===== config.mk =====
export PLATFORM = sky130hd
export DESIGN_NAME = register_file
export DESIGN_NICKNAME = d
export VERILOG_FILES = /design/src/rtl/regfile_pkg.sv /design/src/rtl/regfile_read_port.sv /design/src/rtl/register_file.sv
export SDC_FILE = /design/constraint.sdc
export NUM_CORES = 2
export LEC_CHECK = 0
export ABC_AREA = 1
export CAP_MARGIN = 30
export CORE_UTILIZATION = 23
export DETAILED_ROUTE_END_ITERATION = 6
export GPL_TIMING_DRIVEN = 0
export PLACE_DENSITY = 0.34
export SYNTH_ARGS = -nofsm -noshare
export SYNTH_HDL_FRONTEND = slang
export SYNTH_HIERARCHICAL = 1
export SYNTH_SLANG_ARGS = --single-unit

===== constraint.sdc =====
create_clock -name clk -period 16.46 [get_ports clk]
set_input_delay 3.292 -clock clk [delete_from_list [all_inputs] [get_ports clk]]
set_output_delay 3.292 -clock clk [all_outputs]
set_load 0.01 [all_outputs]

===== src/rtl/regfile_pkg.sv =====
// Shared constants and types for the RV64 integer register file.
package regfile_pkg;

  localparam int unsigned XLEN      = 64;
  localparam int unsigned NREGS     = 32;
  localparam int unsigned REG_IDX_W = $clog2(NREGS);

  typedef logic [REG_IDX_W-1:0] reg_idx_t;
  typedef logic [XLEN-1:0]      xlen_t;

endpackage


===== src/rtl/regfile_read_port.sv =====
// One combinational read port: index -> data, with index 0 and out-of-range indices reading 0.
module regfile_read_port #(
  parameter int unsigned DataWidth  = 64,
  parameter int unsigned NumRegs    = 32,
  parameter int unsigned IndexWidth = $clog2(NumRegs)
) (
  input  logic [IndexWidth-1:0]             i_addr,
  input  logic [NumRegs-1:1][DataWidth-1:0] i_regs,
  output logic [DataWidth-1:0]              o_data
);

  // Index 0 and indices >= NumRegs never match, so they fall through to the zero default.
  always_comb begin
    o_data = '0;
    for (int unsigned i = 1; i < NumRegs; i++) begin
      if (i_addr == IndexWidth'(i)) begin
        o_data = i_regs[i];
      end
    end
  end

endmodule


===== src/rtl/register_file.sv =====
// Integer register file: two combinational read ports, one synchronous write port, x0 hardwired to zero.
module register_file
  import regfile_pkg::*;
#(
  parameter int unsigned DataWidth  = XLEN,
  parameter int unsigned NumRegs    = NREGS,
  parameter int unsigned IndexWidth = $clog2(NumRegs)
) (
  input  logic                  clk,
  input  logic                  rst,
  input  logic                  writeEn,
  input  logic [DataWidth-1:0]  writeData,
  input  logic [IndexWidth-1:0] writeAddr,
  input  logic [IndexWidth-1:0] readAddr1,
  input  logic [IndexWidth-1:0] readAddr2,
  output logic [DataWidth-1:0]  readData1,
  output logic [DataWidth-1:0]  readData2
);

  logic [DataWidth-1:0]              r_regs [1:NumRegs-1];
  logic [NumRegs-1:1]                w_wr_sel;
  logic [NumRegs-1:1][DataWidth-1:0] w_regs;

  // Write decoder: index 0 and out-of-range indices select nothing.
  always_comb begin
    w_wr_sel = '0;
    for (int unsigned i = 1; i < NumRegs; i++) begin
      w_wr_sel[i] = writeEn && (writeAddr == IndexWidth'(i));
    end
  end

  always_ff @(posedge clk) begin
    if (rst) begin
      for (int unsigned i = 1; i < NumRegs; i++) begin
        r_regs[i] <= '0;
      end
    end else begin
      for (int unsigned i = 1; i < NumRegs; i++) begin
        if (w_wr_sel[i]) begin
          r_regs[i] <= writeData;
        end
      end
    end
  end

  always_comb begin
    w_regs = '0;
    for (int unsigned i = 1; i < NumRegs; i++) begin
      w_regs[i] = r_regs[i];
    end
  end

  regfile_read_port #(
    .DataWidth  (DataWidth),
    .NumRegs    (NumRegs),
    .IndexWidth (IndexWidth)
  ) u_rd1 (
    .i_addr (readAddr1),
    .i_regs (w_regs),
    .o_data (readData1)
  );

  regfile_read_port #(
    .DataWidth  (DataWidth),
    .NumRegs    (NumRegs),
    .IndexWidth (IndexWidth)
  ) u_rd2 (
    .i_addr (readAddr2),
    .i_regs (w_regs),
    .o_data (readData2)
  );

endmodule


# --- After elaboration in Yosys (flattened, before gate mapping) ---
# Memories as Yosys holds them, arrays and structs flattened.
# Index checks and enable logic that the tools add are counted.
op_classes:
  reduce_logical: 31
  bitwise: 31
  n_mux: 188
  n_eq_ne: 93
ops:
  columns: ["cell", "n"]
  rows:
  - ["64-bit 2-to-1 mux", 93]
  - ["5-bit equality test, second input constant", 48]
  - ["5-bit by 4-bit equality test with 1-bit output, second input constant", 24]
  - ["1-bit 2-to-1 mux", 95]
  - ["5-bit by 3-bit equality test with 1-bit output, second input constant", 12]
  - ["1-bit logical AND", 31]
  - ["1-bit bitwise OR", 31]
  - ["5-bit by 2-bit equality test with 1-bit output, second input constant", 6]
  - ["5-bit by 1-bit equality test with 1-bit output, second input constant", 3]
totals:
  n_memories: 1
  mem_bits_rw: 1984
  in_bits: 82
  output_inout_bits: 128
  register_bits: 0
mem_list:
  columns: ["name", "depth", "word_bits", "rd", "rd_clocked_by_memory_dff", "wr", "line", "text"]
  rows:
  - ["r_regs", 31, 64, 31, 0, 31, "register_file.sv:20", "logic [DataWidth-1:0] r_regs [1:NumRegs-1];"]

# --- Logic depth before layout (Yosys ltp) ---
depth:
  word_depth: 32
  mapped_depth: 23
  ltp_nobuf: 22

# --- Hierarchy ---
# The synthesis kept the hierarchy.
modules_own_cells:
  columns: ["module", "cells_each", "seq_area_each_um2", "area_per_inst_um2", "n_inst"]
  rows:
  - ["register_file", 4542, 59577.1, 69610.5, 1]
  - ["regfile_read_port", 3789, 0.0, 16261.8, 2]

# --- Least setup slack after synthesis ---
# No wires, ideal clock.
synth_path:
  kind: "in2reg"
  startpoint: "input port writeAddr[3]"
  endpoint: "register, netlist name r_regs[0][1408]"
  required_time_ps: 15886
  cell_stages: 5
  n_path_buf: 0
  setup_slack_ps: 7597
  t_arrival_ps: 8289
  cell_sequence: "inv_1 nand2_1 nor2_1 inv_1 o21ai_0"
synth_lines:
  columns: ["element", "line", "text"]
  rows:
  - ["start, declared", "register_file.sv:13", "input logic [IndexWidth-1:0] writeAddr,"]

# --- Worst setup path after layout ---
layout_path:
  startpoint: "input port readAddr1[0]"
  endpoint: "output port readData1[41]"
layout_between:
  elab_chain_len: 32
  elab_cells_between_ends: 62
  cone_classes: "eq/ne: 31; mux: 31"
layout_lines:
  columns: ["element", "line", "text"]
  rows:
  - ["start, declared", "register_file.sv:14", "input logic [IndexWidth-1:0] readAddr1,"]
  - ["5-bit by 1-bit equality test with 1-bit output", "regfile_read_port.sv:16", "if (i_addr == IndexWidth'(i)) begin"]
  - ["64-bit 2-to-1 mux (30 in series)", "regfile_read_port.sv:16", null]
  - ["64-bit 2-to-1 mux (*)", "regfile_read_port.sv:16", null]
  - ["end, declared", "register_file.sv:16", "output logic [DataWidth-1:0] readData1,"]
# Mark *: on every way between the ends. The rest lies on a longest branch, timed or not.

==> results by stage <==
Outcome:
- The flow ran to the end, but the final reports show violations.
- The checks that failed: DRC.

STA:
- Setup violations remaining at the end of the flow were counted as 0.
- The shortest period the worst path allows is 14.06 ns.
- The worst hold slack is 3.19 ns.
- Setup repair after global routing left no endpoint under its margin.
- For this run, the top clock speed supported by timing is 0.0711 GHz.
- The final critical path takes up 85.4% of the cycle.
- The number of endpoints with negative hold slack in the final report is 0.
- The relative slew slack is 21.5%.
- The final worst slack is 2.40 ns.
- The count of final max-slew check failures is 0.
- For the pin with the worst max-slew slack, the measured transition is 1.17 ns.

Floorplan:
- Measured along the x axis, the die boundary spans 668 microns.
- The number of rows created at floorplan is 244.
- Pin placement for this block handled 210 I/O pins.
- The full die area is 0.447 sq mm.
- The vertical die dimension is 668 microns.
- In this run the standard cell core region covers 0.442 sq mm.
- The initial core utilization is 23.1%.

Route:
- Dividing the detail-routed via count by the number of cells gives 5.01.
- The average detailed-routed wire length per instance is 34.6 microns.
- The first-pass detailed-route iteration total is 7.
- The remaining routing DRC violations is 9.
- The wire length after detailed routing is 659000 microns.
- For this block, the initial DRC count from the detailed router was 12103.
- For this block, the via count after detailed routing is 95405.
- Once detail routing completed, the nets flagged for antenna violations numbered 0.

Finish:
- In the layout the commonest cells are nor2_1, nand2_1, edfxtp_1.
- The library cell used most frequently in the layout, excluding fill and tap cells, is nor2_1.
- The sequential cells in the finished layout cover a total of 0.0596 sq mm.
- The largest register by flop count is r_regs.
- The register with the most flip-flops in the layout has 1984 of them.
- The net count of the finished layout is 12988.
- The layout cell share with drive strength beyond 1 is 8.55%.
- With fillers left out, the area of the finished cells amounts to 0.126 sq mm.
- The largest registers in the layout are r_regs (1984).
- The area occupied by multi-input gates is 0.0357 sq mm.
- The layout has 46779 filler cells.
- Compared with the post-synthesis result, the final layout area differs by 22.9%.
- The final instance count without filler cells is 19034.

Pwr:
- The portion of total power attributed to combinational logic is 13.3%.
- The areal power density over the cells is 107 mW/mm^2.
- Summed over all cells, the static leakage comes to 0.0478 uW.
- The net load switching power is 4020 uW.
- The worst voltage drop across the vdd grid is 71.8 uV.
- Of the total power, the clock network draws 42.2%.
- The sequential share of power is 44.5%.
- The switching fraction of total power is 29.8%.
- The cell-internal power is 9470 uW.

Worst setup path:
- STA classifies the critical path endpoint as a primary output.
- The kind of start point of the critical path is an input port.
- The critical path is of the in2out type.
- STA puts the critical path data arrival time at 10.76 ns.
- The critical path required time is 13.17 ns.
- The largest fanout of any net on the critical path is 10.

Clocking:
- In this run, post-CTS hold repair placed 0 buffers.
- The TritonCTS clock tree is built.
- The count of buffers added by post-CTS timing repair for setup is 0.
- CTS placed an instance of clkbuf_16 at the clock tree root.
- The number of clock buffers added by TritonCTS is 264.
- In this run the deepest clock path goes through 4 buffers.
- After clock tree synthesis, the clock-pin slew on the worst setup and hold paths is 0.05 ns.
- The TritonCTS sink count is 1984.
- The maximum level of the CTS H-tree is 5.
- The number of cells upsized or downsized after cts is 0.

Yosys:
- The portion of the post-synthesis area used by sequential elements is 58.3%.
- The mean post-synth cell area is 8.43 sq um.
- The synthesized design devotes to its leading area cell type 58.3% of total area.
- The count of distinct cell types in the synthesized netlist is 26.
- Ranked by total cell area, the synthesized netlist is headed by edfxtp_1, nor2_1, nand2_1, nand4_1, inv_1.
- The number of nets in the synthesized netlist is 12202.
- For this run, the leading register cell type out of synthesis is edfxtp_1.
- After synthesis the cells add up to 0.102 sq mm.
- The cell count after synthesis came out at 12120.
- The fraction of registers with async set/reset is 0%.
- Counting flops and latches in the post-synthesis netlist gives 1984.
- The number of synthesis warnings is 6.
- Summed over all instances, the cell type with the most area after synthesis is edfxtp_1.
- Counting flops with a built-in enable in the synthesized netlist gives 1984.

Placement:
- Including well taps, the total number of placed cells is 18536.
- The standard cell area after detailed placement is 0.117 sq mm.
- The number of port buffers is 207.
- The pre-CTS setup slack is 2.68 ns.
- Routability-driven placement finished with a final weighted congestion of 0.968.
- Once detailed placement completed, the half-perimeter wirelength came to 522000 microns.

Global route:
- The number of antenna violations at the first check in global routing is 67.
- Entering global routing, the biggest net connects 57 pins.
- The number of global-route vias before repair was 88906.
- The aggregate global-route resource usage is 28.6%.
- The first global-routing pass estimated 851000 microns of wire.
- For this run the aggregate overflow at the end of global routing stands at 0.

Flow run:
- The reported max-cap violation count is 0.

Worst hold path:
- The min-delay analysis places its worst path in the category in2reg.
## final cells by class
cell class,count,area share (%)
clock buffer,349,5.72
clock inverter,104,0.660
timing repair buffer,520,5.98
inverter,994,2.97
buffer,850,2.80
sequential,1984,47.5
antenna,37,0.0738
tap,5904,5.88
multi-input combinational,8292,28.4
## stage by stage
stage                     util, %  total power, uW  setup TNS (ns)
after floorplan                 -             6680               0
after global placement       25.3             7820         -296.30
after detailed placement     26.6             7870               0
after CTS                    28.4            13500               0
after global routing         28.4            13800               0
final                        28.4            13500               0
## synth_stat cells (2+ instances only)
| library cell | instances |
|---|---|
| nor2_1 | 3399 |
| nand2_1 | 3058 |
| edfxtp_1 | 1984 |
| nand4_1 | 1042 |
| inv_1 | 959 |
| clkbuf_1 | 675 |
| or2_2 | 228 |
| nand3_1 | 203 |
| a21oi_1 | 172 |
| buf_2 | 70 |
| o21ai_0 | 64 |
| or2_0 | 56 |
| buf_1 | 52 |
| buf_4 | 51 |
| nor3_1 | 22 |
| inv_2 | 21 |
| nand3_2 | 17 |
| clkinv_1 | 14 |
| o2111ai_1 | 12 |
| nand3_4 | 7 |
| nor2_2 | 7 |
| nand2_2 | 2 |
| nor3_4 | 2 |
## worst paths after layout
check                startpoint                           end  slack, ns  cells past startpoint
setup / recovery   readAddr1[0]                 readData1[41]       2.40                     23
hold / removal    writeData[61]  r_regs[0][125]$_SDFFCE_PN0P_       3.19                      3
## power by group through the flow
stage | clock network (uW) | registers, uW | logic [uW]
after detailed placement | 0 | 6100 | 1770
after floorplan | 0 | 6080 | 595
final | 5690 | 6000 | 1800
after global routing | 5920 | 6030 | 1820
after global placement | 0 | 6180 | 1650
after CTS | 5760 | 6000 | 1770
## cells by family (layout without fill, tap and decap cells)
family,count (synthesis),count (layout),synth area share (%)
other,0,37,0
AO/OA/AOI/OAI,248,248,1.26
AND/OR/NAND/NOR,8044,8044,33.3
buffers and inverters,1844,2817,7.07
flip-flops,1984,1984,58.3
## critical path, cell delays in order
cell,delay (ns)
clkdlybuf4s50_1,0.54
buf_4,0.22
nor2_1,0.20
nand2_1,0.26
nor2_1,0.10
clkinv_1,0.49
buf_2,0.47
nor2_1,0.08
nor2_1,0.43
nand4_1,0.41
nor2_1,0.40
nand4_1,0.18
nor2_1,0.39
nand4_1,0.23
nor2_1,0.51
nand4_1,0.27
nor2_1,0.42
nand4_1,0.51
nor2_1,0.35
nand4_1,0.15
nor2_1,0.15
nand4_1,0.12
clkdlybuf4s50_1,0.54
## layer usage
| metal | part of all wire [%] | vias up | global-route usage, % | routed length (microns) |
|---|---|---|---|---|
| met5 | 0.019 | - | 0 | 124 |
| met4 | 7.6 | 20 | 18.5 | 50100 |
| met3 | 7.6 | 1072 | 4.85 | 50200 |
| met2 | 44 | 4957 | 44.7 | 293000 |
| met1 | 40 | 48214 | 36.5 | 266000 |
| li1 | - | 41142 | - | - |
Power figures use the tool's default switching activity.
